### config.mk
export PLATFORM = sky130hd
export DESIGN_NAME = fifo_stream_reader_flat
export DESIGN_NICKNAME = d
export VERILOG_FILES = /design/src/rtl/fifo_stream_reader_pkg.sv /design/src/rtl/fifo_stream_reader_if.sv /design/src/rtl/fifo_stream_reader_skid_buffer.sv /design/src/rtl/fifo_stream_reader.sv /design/src/flat_wrapper.sv
export SDC_FILE = /design/constraint.sdc
export NUM_CORES = 1
export LEC_CHECK = 0
export ABC_AREA = 1
export CAP_MARGIN = 25
export CORE_MARGIN = 1.5
export CORE_UTILIZATION = 50
export DETAILED_ROUTE_END_ITERATION = 10
export PLACE_DENSITY = 0.78
export SYNTH_ARGS = -nofsm -noshare
export SYNTH_HDL_FRONTEND = slang
export SYNTH_SLANG_ARGS = --single-unit
### constraint.sdc
create_clock -name clk -period 2.8 [get_ports clk]
set_clock_uncertainty 0.1 [all_clocks]
set_input_delay 0.56 -clock clk [delete_from_list [all_inputs] [get_ports clk]]
set_output_delay 0.56 -clock clk [all_outputs]
set_load 0.01 [all_outputs]
### src/rtl/fifo_stream_reader_pkg.sv
// fifo_reader_pkg
// Shared definitions for the FIFO stream reader:
//   - rd_state_e : reader control states (RUN / FLUSH / DONE)
//   - DEFAULT_*  : default widths and depths
//   - credit_ok  : decides whether another FIFO pop may be issued without
//                  overrunning the skid buffer
package fifo_reader_pkg;

  localparam int DEFAULT_DATA_WIDTH = 8;
  localparam int DEFAULT_SKID_DEPTH = 2;
  localparam int DEFAULT_CNT_WIDTH  = 16;

  typedef enum logic [1:0] {
    RUN   = 2'd0,
    FLUSH = 2'd1,
    DONE  = 2'd2
  } rd_state_e;

  // A new pop is safe when every word already owed to the buffer (stored
  // plus in flight, minus the one leaving this cycle) still leaves a free
  // slot for the word this pop will return next cycle.
  function automatic logic credit_ok(input int occupancy, input int inflight,
                                     input int pop_out, input int depth);
    return (occupancy + inflight - pop_out) < depth;
  endfunction

endpackage

### src/rtl/fifo_stream_reader_if.sv
// fifo_stream_reader_if
// Bundles the FIFO read port, the outgoing valid/ready stream and the flush
// controls of the reader.
//   master : the reader (drives Read_enable, stream outputs, flush status)
//   slave  : the surroundings (FIFO flags/data, sink ready, flush request)
interface fifo_stream_reader_if
  import fifo_reader_pkg::*;
#(
  parameter int DATA_WIDTH = DEFAULT_DATA_WIDTH,
  parameter int CNT_WIDTH  = DEFAULT_CNT_WIDTH
);
  logic                  empty;
  logic [DATA_WIDTH-1:0] data_out;
  logic                  Read_enable;
  logic                  m_valid;
  logic                  m_ready;
  logic [DATA_WIDTH-1:0] m_data;
  logic                  flush;
  logic                  flush_busy;
  logic                  flush_done;
  logic [CNT_WIDTH-1:0]  word_count;

  modport master (
    input  empty, data_out, m_ready, flush,
    output Read_enable, m_valid, m_data, flush_busy, flush_done, word_count
  );

  modport slave (
    output empty, data_out, m_ready, flush,
    input  Read_enable, m_valid, m_data, flush_busy, flush_done, word_count
  );
endinterface

### src/rtl/fifo_stream_reader_skid_buffer.sv
// fifo_skid_buffer
// Small circular buffer that absorbs the words returned by the FIFO while the
// sink is stalled.
//   clk, rst_n : clock, asynchronous active-low reset
//   clear      : drop all entries (pointers and occupancy to zero)
//   push       : write push_data at the tail
//   pop        : retire the head entry
//   head       : current head entry
//   occupancy  : number of stored entries (0..DEPTH)
module fifo_skid_buffer
  import fifo_reader_pkg::*;
#(
  parameter  int DATA_WIDTH = DEFAULT_DATA_WIDTH,
  parameter  int DEPTH      = DEFAULT_SKID_DEPTH,
  localparam int PTR_W      = (DEPTH > 1) ? $clog2(DEPTH) : 1,
  localparam int OCC_W      = $clog2(DEPTH + 1)
) (
  input  logic                  clk,
  input  logic                  rst_n,
  input  logic                  clear,
  input  logic                  push,
  input  logic [DATA_WIDTH-1:0] push_data,
  input  logic                  pop,
  output logic [DATA_WIDTH-1:0] head,
  output logic [OCC_W-1:0]      occupancy
);

  logic [DATA_WIDTH-1:0] mem_q [DEPTH];
  logic [DATA_WIDTH-1:0] mem_d [DEPTH];
  logic [PTR_W-1:0]      wr_ptr_q, wr_ptr_d;
  logic [PTR_W-1:0]      rd_ptr_q, rd_ptr_d;
  logic [OCC_W-1:0]      occ_q, occ_d;

  // Explicit wrap so non-power-of-two depths work too.
  function automatic logic [PTR_W-1:0] next_ptr(input logic [PTR_W-1:0] p);
    return (p == PTR_W'(DEPTH - 1)) ? '0 : p + 1'b1;
  endfunction

  always_comb begin
    mem_d    = mem_q;
    wr_ptr_d = wr_ptr_q;
    rd_ptr_d = rd_ptr_q;
    occ_d    = occ_q;
    if (clear) begin
      wr_ptr_d = '0;
      rd_ptr_d = '0;
      occ_d    = '0;
    end else begin
      if (push) begin
        mem_d[wr_ptr_q] = push_data;
        wr_ptr_d        = next_ptr(wr_ptr_q);
      end
      if (pop) begin
        rd_ptr_d = next_ptr(rd_ptr_q);
      end
      // Simultaneous push and pop leave the occupancy unchanged.
      occ_d = occ_q + OCC_W'(push) - OCC_W'(pop);
    end
  end

  always_ff @(posedge clk or negedge rst_n) begin
    if (!rst_n) begin
      for (int i = 0; i < DEPTH; i++) mem_q[i] <= '0;
      wr_ptr_q <= '0;
      rd_ptr_q <= '0;
      occ_q    <= '0;
    end else begin
      for (int i = 0; i < DEPTH; i++) mem_q[i] <= mem_d[i];
      wr_ptr_q <= wr_ptr_d;
      rd_ptr_q <= rd_ptr_d;
      occ_q    <= occ_d;
    end
  end

  assign head      = mem_q[rd_ptr_q];
  assign occupancy = occ_q;

  // The credit check upstream must make these impossible.
  overflow_a: assert property (@(posedge clk) disable iff (!rst_n)
    !(push && !pop && !clear && occ_q == OCC_W'(DEPTH)));
  underflow_a: assert property (@(posedge clk) disable iff (!rst_n)
    !(pop && !clear && occ_q == '0));

endmodule

### src/rtl/fifo_stream_reader.sv
// fifo_stream_reader
// Pops words from a synchronous FIFO (1-cycle read latency) and presents them
// as a valid/ready stream at up to one word per cycle, with a flush operation
// that discards buffered, in-flight and FIFO-resident data.
//   clk   : clock, rising edge
//   reset : asynchronous active-low reset
//   bus   : fifo_stream_reader_if.master
//           empty/data_out/Read_enable : FIFO read port
//           m_valid/m_ready/m_data     : output stream
//           flush/flush_busy/flush_done: flush request and status
//           word_count                 : stream handshakes since reset (wraps)
module fifo_stream_reader
  import fifo_reader_pkg::*;
#(
  parameter int DATA_WIDTH = DEFAULT_DATA_WIDTH,
  parameter int SKID_DEPTH = DEFAULT_SKID_DEPTH,
  parameter int CNT_WIDTH  = DEFAULT_CNT_WIDTH
) (
  input logic                 clk,
  input logic                 reset,
  fifo_stream_reader_if.master bus
);

  localparam int OCC_W = $clog2(SKID_DEPTH + 1);

  rd_state_e             state_q, state_d;
  logic                  active_q;
  logic                  inflight_q, inflight_d;
  logic [CNT_WIDTH-1:0]  count_q, count_d;
  logic                  flush_busy_q, flush_busy_d;
  logic                  flush_done_q, flush_done_d;

  logic [OCC_W-1:0]      occupancy;
  logic [DATA_WIDTH-1:0] head;
  logic                  m_valid;
  logic                  pop_out;
  logic                  read_en;
  logic                  capture;
  logic                  clear;

  assign m_valid = (occupancy != '0) && (state_q == RUN);
  // The flush cycle never counts as a handshake, even with m_ready high.
  assign pop_out = m_valid && bus.m_ready && !bus.flush;
  assign clear   = (state_q == RUN) && bus.flush;
  // Returning words are kept only in RUN outside the flush cycle itself.
  assign capture = inflight_q && (state_q == RUN) && !bus.flush;

  // active_q keeps Read_enable low while reset is held, since the credit
  // check alone would otherwise request a pop from the reset state.
  always_comb begin
    read_en = 1'b0;
    if (active_q) begin
      case (state_q)
        RUN:     read_en = !bus.empty &&
                           credit_ok(int'(occupancy), int'(inflight_q),
                                     int'(pop_out), SKID_DEPTH);
        FLUSH:   read_en = !bus.empty;
        default: read_en = 1'b0;
      endcase
    end
  end

  always_comb begin
    state_d    = state_q;
    inflight_d = read_en;  // read_en already implies !empty, so it is a pop
    count_d    = count_q + CNT_WIDTH'(pop_out);
    case (state_q)
      RUN:     if (bus.flush) state_d = FLUSH;
      FLUSH:   if (bus.empty && !inflight_q) state_d = DONE;
      default: state_d = RUN;
    endcase
    flush_busy_d = (state_d == FLUSH);
    flush_done_d = (state_d == DONE);
  end

  always_ff @(posedge clk or negedge reset) begin
    if (!reset) begin
      state_q      <= RUN;
      active_q     <= 1'b0;
      inflight_q   <= 1'b0;
      count_q      <= '0;
      flush_busy_q <= 1'b0;
      flush_done_q <= 1'b0;
    end else begin
      state_q      <= state_d;
      active_q     <= 1'b1;
      inflight_q   <= inflight_d;
      count_q      <= count_d;
      flush_busy_q <= flush_busy_d;
      flush_done_q <= flush_done_d;
    end
  end

  fifo_skid_buffer #(
    .DATA_WIDTH(DATA_WIDTH),
    .DEPTH     (SKID_DEPTH)
  ) u_skid (
    .clk      (clk),
    .rst_n    (reset),
    .clear    (clear),
    .push     (capture),
    .push_data(bus.data_out),
    .pop      (pop_out),
    .head     (head),
    .occupancy(occupancy)
  );

  assign bus.Read_enable = read_en;
  assign bus.m_valid     = m_valid;
  assign bus.m_data      = head;
  assign bus.flush_busy  = flush_busy_q;
  assign bus.flush_done  = flush_done_q;
  assign bus.word_count  = count_q;

endmodule

### src/flat_wrapper.sv
// flat-port wrapper written by rule: the top's interface ports become plain ports
module fifo_stream_reader_flat import fifo_reader_pkg::*;
#(
  parameter int DATA_WIDTH = DEFAULT_DATA_WIDTH,
  parameter int SKID_DEPTH = DEFAULT_SKID_DEPTH,
  parameter int CNT_WIDTH  = DEFAULT_CNT_WIDTH
)
  (clk, reset, bus_empty, bus_data_out, bus_m_ready, bus_flush, bus_Read_enable, bus_m_valid, bus_m_data, bus_flush_busy, bus_flush_done, bus_word_count);
  fifo_stream_reader_if #(.DATA_WIDTH(DATA_WIDTH), .CNT_WIDTH(CNT_WIDTH)) bus_i ();
  input logic clk;
  input logic reset;
  input wire logic [$bits(bus_i.empty)-1:0] bus_empty;
  input wire logic [$bits(bus_i.data_out)-1:0] bus_data_out;
  input wire logic [$bits(bus_i.m_ready)-1:0] bus_m_ready;
  input wire logic [$bits(bus_i.flush)-1:0] bus_flush;
  output wire logic [$bits(bus_i.Read_enable)-1:0] bus_Read_enable;
  output wire logic [$bits(bus_i.m_valid)-1:0] bus_m_valid;
  output wire logic [$bits(bus_i.m_data)-1:0] bus_m_data;
  output wire logic [$bits(bus_i.flush_busy)-1:0] bus_flush_busy;
  output wire logic [$bits(bus_i.flush_done)-1:0] bus_flush_done;
  output wire logic [$bits(bus_i.word_count)-1:0] bus_word_count;
  assign bus_i.empty = bus_empty;
  assign bus_i.data_out = bus_data_out;
  assign bus_i.m_ready = bus_m_ready;
  assign bus_i.flush = bus_flush;
  assign bus_Read_enable = bus_i.Read_enable;
  assign bus_m_valid = bus_i.m_valid;
  assign bus_m_data = bus_i.m_data;
  assign bus_flush_busy = bus_i.flush_busy;
  assign bus_flush_done = bus_i.flush_done;
  assign bus_word_count = bus_i.word_count;
  fifo_stream_reader #(.DATA_WIDTH(DATA_WIDTH), .SKID_DEPTH(SKID_DEPTH), .CNT_WIDTH(CNT_WIDTH)) u_core (.clk(clk), .reset(reset), .bus(bus_i));
endmodule
Word level (Yosys, flattened, before mapping):

Cells that the tools add are included.

* bits of input ports: 13
* register bits: 42

* reduce and logical (&&, ||, !) cells: 17
* multiplexer cells: 18
* bitwise logic cells: 3
* equal/unequal tests: 3
* magnitude comparators: 4
* add/subtract/negate cells: 7

Operators by type and width (count)
* $lt 32x3->1 const B: 1
* $mux 8: 4
* $sub 32x2->32: 1
* $add 16x1->16: 1
* $bwmux 16: 1
* $logic_and 1x1->1: 9
* $demux 8 s1: 1
* $mux 1: 7
* $mux 2: 3
* $reduce_bool 2->1: 3
* $eq 2x1->1 const B: 2
* $ge 2x2->1 const B: 2
* $not 1->2: 2
* $pmux 2 s2: 1
* $add 2x1->3: 1
* $logic_not 1->1: 3
* $add 1x1->1 const B: 2
* $add 2x1->2: 1
* $eq 2x2->1 const B: 1
* $logic_not 2->1: 1
* $lt 2x1->1 const B: 1
* $pmux 1 s2: 1
* $reduce_and 2->1: 1
* $sub 2x1->2: 1
* $not 1->1: 1

Depth between registers and ports, before layout:

* depth in word-level cells: 9
* mapped depth: 11

Modules after synthesis:

From an unflattened synthesis, not the netlist that was laid out.

* cells, all modules: 212
* area total of the unflattened synthesis: 2078.2 um2

Modules (own cells, without submodules)
* fifo_stream_reader: area an instance 1094.8 um2, instances 1, cells an instance 120, sequential area each 550.5 um2
* fifo_skid_buffer: area an instance 983.4 um2, instances 1, cells an instance 92, sequential area each 500.5 um2

Worst setup path after synthesis:

OpenSTA, ideal clock, no wires.

* kind: reg2out
* start: register u_core.inflight_q
* end: output bus_Read_enable
* arrival time: 1.659 ns
* stages on the path, launching flop included: 10
* setup slack: 0.481 ns
* buffers on the path: 0
* cell sequence: dfrtp_1 -> ha_1 -> inv_1 -> ha_1 -> inv_1 -> ha_1 -> ha_1 -> inv_1 -> a21oi_1 -> a21oi_1

* longest elaborated chain between the ends: 6

Ends and longest elaborated chain
* start, declared: RTL line fifo_stream_reader.sv:28 `logic inflight_q, inflight_d;`
* start signal, assigned: RTL line fifo_stream_reader.sv:87 `inflight_q <= inflight_d;`
* $add 2x1->3: RTL line fifo_stream_reader_pkg.sv:24 `return (occupancy + inflight - pop_out) < depth;`
* $sub 32x2->32: RTL line fifo_stream_reader_pkg.sv:24
* $lt 32x3->1: RTL line fifo_stream_reader_pkg.sv:24
* $logic_and 1x1->1: RTL line fifo_stream_reader.sv:54 `RUN: read_en = !bus.empty &&`
* $pmux 1 s2: RTL line fifo_stream_reader.sv:53 `case (state_q)`
* $mux 1: RTL line fifo_stream_reader.sv:52 `if (active_q) begin`
* end, declared: RTL line flat_wrapper.sv:16 `output wire logic [$bits(bus_i.Read_enable)-1:0] bus_Read_enable;`

Every way passes these cells.

Final worst setup path:

* start: input bus_flush
* end: output bus_Read_enable

* longest elaborated chain between the ends: 7

Ends and longest elaborated chain
* start, declared: RTL line flat_wrapper.sv:15 `input wire logic [$bits(bus_i.flush)-1:0] bus_flush;`
* $logic_not 1->1: RTL line fifo_stream_reader.sv:43 `assign pop_out = m_valid && bus.m_ready && !bus.flush;`
* $logic_and 1x1->1: RTL line fifo_stream_reader.sv:43
* $sub 32x2->32: RTL line fifo_stream_reader_pkg.sv:24
* $lt 32x3->1: RTL line fifo_stream_reader_pkg.sv:24
* $logic_and 1x1->1: RTL line fifo_stream_reader.sv:54
* $pmux 1 s2: RTL line fifo_stream_reader.sv:53
* $mux 1: RTL line fifo_stream_reader.sv:52

Every way passes these cells.

==> qor.csv <==
stage;metric;value;unit
sta;maxClockFrequency;366.7;MHz
finish;final_common_cell;nand2_1;
global_routing;grt_pass1_vias;1487;
sta;relSlewSlack;0.6537;
routing;drtAntennaViolNets;0;
cts;cts-buffers-inserted;5;
global_routing;grt_max_degree;26;
yosys;seq_area_frac_synth;0.5042;
finish;register_area;1051;um2
sta;setup_slack;73.29;ps
sta;hold_ws;76.93;ps
cts;cts_tree;done;
status;outcome;complete, no violations;
sta;fin_crit_sh;0.9738;
routing;vias;1559;
worst_setup_path;cpMostUsedCell;a21oi_2;
floorplanning;fp.dieH;67.57;um
floorplanning;ios;41;
worst_setup_path;critPathCaptureType;output port;
pwr;powerDensity;783.4;nW/um2
floorplanning;rows;23;
cts;clock_latency;290;ps
placement;dp_hpwl;2728;um
finish;num-nets-final;296;
finish;area_growth;29.77;%
worst_setup_path;timing.rr.start;u_core.state_q[0]$_DFF_PN0_;
routing;viasPerCell;4.842;
cts;cts_buffer_depth;2;
worst_setup_path;critical_path.max_fanout;2;
yosys;syn_nets;246;
pwr;ir_drop;0.5418;mV
yosys;syn_area_per_cell;9.390;um2
yosys;synthFlopType;dfrtp_1;
routing;drt-initial-drc-count;51;
run;max_cap_violations;0;
worst_setup_path;arrival;2070;ps
worst_setup_path;r2r_cells;11;
worst_setup_path;critPathMaxStageDelay;490;ps
worst_setup_path;criticalPathCategory;in -> out;
routing;dr.pass1.iters;4;
global_routing;grt-ovfl-total;0;
pwr;p_leak;1.282;nW
worst_setup_path;path_cells;clkdlybuf4s50_1, nor2_2, nand4_1, inv_2, fa_1, a21oi_2, a21oi_2, buf_2;
yosys;async_flop_share;1.000;
sta;tightest_slew;519.4;ps
sta;hold_viol;0;
yosys;netlist_area;2084;um2
worst_setup_path;rrSetupSlack;580;ps
sta;setup_viol;0;
cts;clock-sinks;42;
floorplanning;dieArea;4565;um2
sta;min_period;2727;ps
yosys;yosysWarnings;0;
floorplanning;core;4000;um2
global_routing;grt_pass1_wl;6534;um
cts;cts-root-buf;clkbuf_8;
worst_setup_path;cp-start-kind;primary input;
yosys;synth_cells;222;
placement;port_buffers;40;
routing;drc;0;
finish;fill_cells;334;
yosys;ys_ff_latch;42;
placement;gp_congestion;0.7910;
finish;final_cell_mix;nand2_1 (50), dfrtp_1 (42), clkdlybuf4s50_1 (37), inv_1 (28), o21ai_0 (24);
cts;cts.htree.levels;2;
finish;num_antenna_cells;0;
finish;multi_input_area;909.6;um2
worst_setup_path;path_buf_inv;3;
placement;dp_slack;-338.0;ps
min_path;hp-class;in -> async;
worst_setup_path;cp.required;2140;ps
global_routing;antenna_found_initial;0;
worst_setup_path;cp_slowest_cell;clkdlybuf4s50_1;
floorplanning;dieWidth;67.57;um
routing;routedWlPerCell;11.61;um
floorplanning;start_util;0.5211;
global_routing;grt.total_usage;0.1922;
sta;slew_viol_final;0;
worst_setup_path;crit_family;buffers and inverters;
yosys;synth.distinct_cells;30;
yosys;synth_edf_count;0;
finish;drive_gt1_frac;0.1397;
worst_setup_path;timing.rr.end;u_core.bus.word_count[14]$_DFF_PN0_;
routing;postRouteWirelength;3739;um
cts;clk_pin_slew;70;ps
[sequential cells by signal, indices dropped and copies added (netlist names)]
signal,count
u_core.active_q,1
u_core.bus.flush_busy,1
u_core.u_skid.occupancy,2
u_core.bus.word_count,16
u_core.inflight_q,1
u_core.bus.flush_done,1
u_core.u_skid.rd_ptr_q,1
u_core.u_skid.mem_q,16
u_core.state_q,2
u_core.u_skid.wr_ptr_q,1
[what timing repair did]
| action | in CTS | in global routing |
|---|---|---|
| setup buffers | 2 | 2 |
| pin swaps | 2 | 6 |
| hold buffers | 0 | 0 |
| gates resized for setup | 5 | 9 |
| endpoints found under the setup margin | 1 | 1 |
[through the flow]
stage                 util  cells  area [um2]  TNS [ps]  total power, mW
floorplan                -    222        2085         0            1.280
global placement    0.6325    311        2530    -297.5            1.607
detailed placement  0.6325    311        2530    -338.0            1.627
CTS                 0.6637    320        2655         0            2.118
global route        0.6763    322        2705    -6.951            2.268
finish              0.6763    322        2705         0            2.119
[per-layer routing]
layer  share of wire  up-vias  wire (um)  track usage
met5               0        -          0            0
met4           0.014        0         51      0.06122
met3           0.046        7        172      0.05500
met2            0.48       32       1810       0.3076
met1            0.46      722       1704       0.2519
li1                -      798          -            -
[report_power, final]
group | leakage [nW] | internal [mW] | switching [mW]
Combinational | 0.686 | 0.363 | 0.375
Clock | 0.0573 | 0.285 | 0.196
Sequential | 0.538 | 0.773 | 0.127
Total | 1.28 | 1.42 | 0.698
[worst max path at each step]
stage | startpoint | end | slack, ps | cells after the start
after floorplan | u_core.inflight_q$_DFF_PN0_ | bus_Read_enable | 480 | 9
after global placement | bus_flush | bus_Read_enable | -300 | 10
after detailed placement | bus_flush | bus_Read_enable | -340 | 10
after CTS | bus_flush | bus_Read_enable | 60 | 10
after global routing | bus_flush | bus_Read_enable | -7 | 8
final | bus_flush | bus_Read_enable | 70 | 8
[layout make-up]
class | instances | area share
multi-input cells | 143 | 0.3363
clock inverters | 1 | 0.01110
well taps | 50 | 0.02313
flip-flops and latches | 42 | 0.3885
inverters | 33 | 0.04579
repair buffers | 47 | 0.1647
clock buffers | 6 | 0.03053
[worst register-to-register path, delay by kind of cell (launching register included)]
| family | cells | cell delay [ps] |
|---|---|---|
| buffers and inverters | 2 | 170 |
| AND/OR/NAND/NOR | 5 | 720 |
| flip-flops | 1 | 440 |
| XOR/XNOR | 1 | 160 |
| adder cells (fa/ha/maj) | 2 | 380 |
| AO/OA/AOI/OAI | 1 | 140 |
[kinds of logic (layout without fill, tap and decap cells)]
| logic type | after synthesis | in the layout | share of synthesized area |
|---|---|---|---|
| buffers and inverters | 37 | 87 | 0.07622 |
| DFF | 42 | 42 | 0.5042 |
| and+or+nand+nor | 86 | 86 | 0.2077 |
| other | 1 | 1 | 0.001799 |
| xor gates and xnor gates | 15 | 15 | 0.06303 |
| adders and majority gates | 11 | 11 | 0.06963 |
| AOI/OAI and AO/OA | 30 | 30 | 0.07743 |
[cell usage after synthesis (2+ instances only)]
| library cell | count | area [um2] |
|---|---|---|
| nand4_1 | 4 | 25.02 |
| o21ai_0 | 24 | 120.1 |
| nand3_1 | 7 | 35.03 |
| inv_1 | 30 | 112.6 |
| nor3_1 | 4 | 20.02 |
| xor2_1 | 9 | 78.83 |
| o21ai_2 | 2 | 17.52 |
| a21oi_1 | 2 | 10.01 |
| nor2_4 | 3 | 33.78 |
| nand2_1 | 50 | 187.7 |
| inv_2 | 2 | 7.510 |
| xnor2_1 | 6 | 52.55 |
| nor3_2 | 2 | 20.02 |
| dfrtp_1 | 42 | 1051 |
| nand2_2 | 2 | 12.51 |
| ha_1 | 10 | 125.1 |
| nor2_1 | 10 | 37.54 |
No activity file was read; power rests on OpenSTA's default activity.
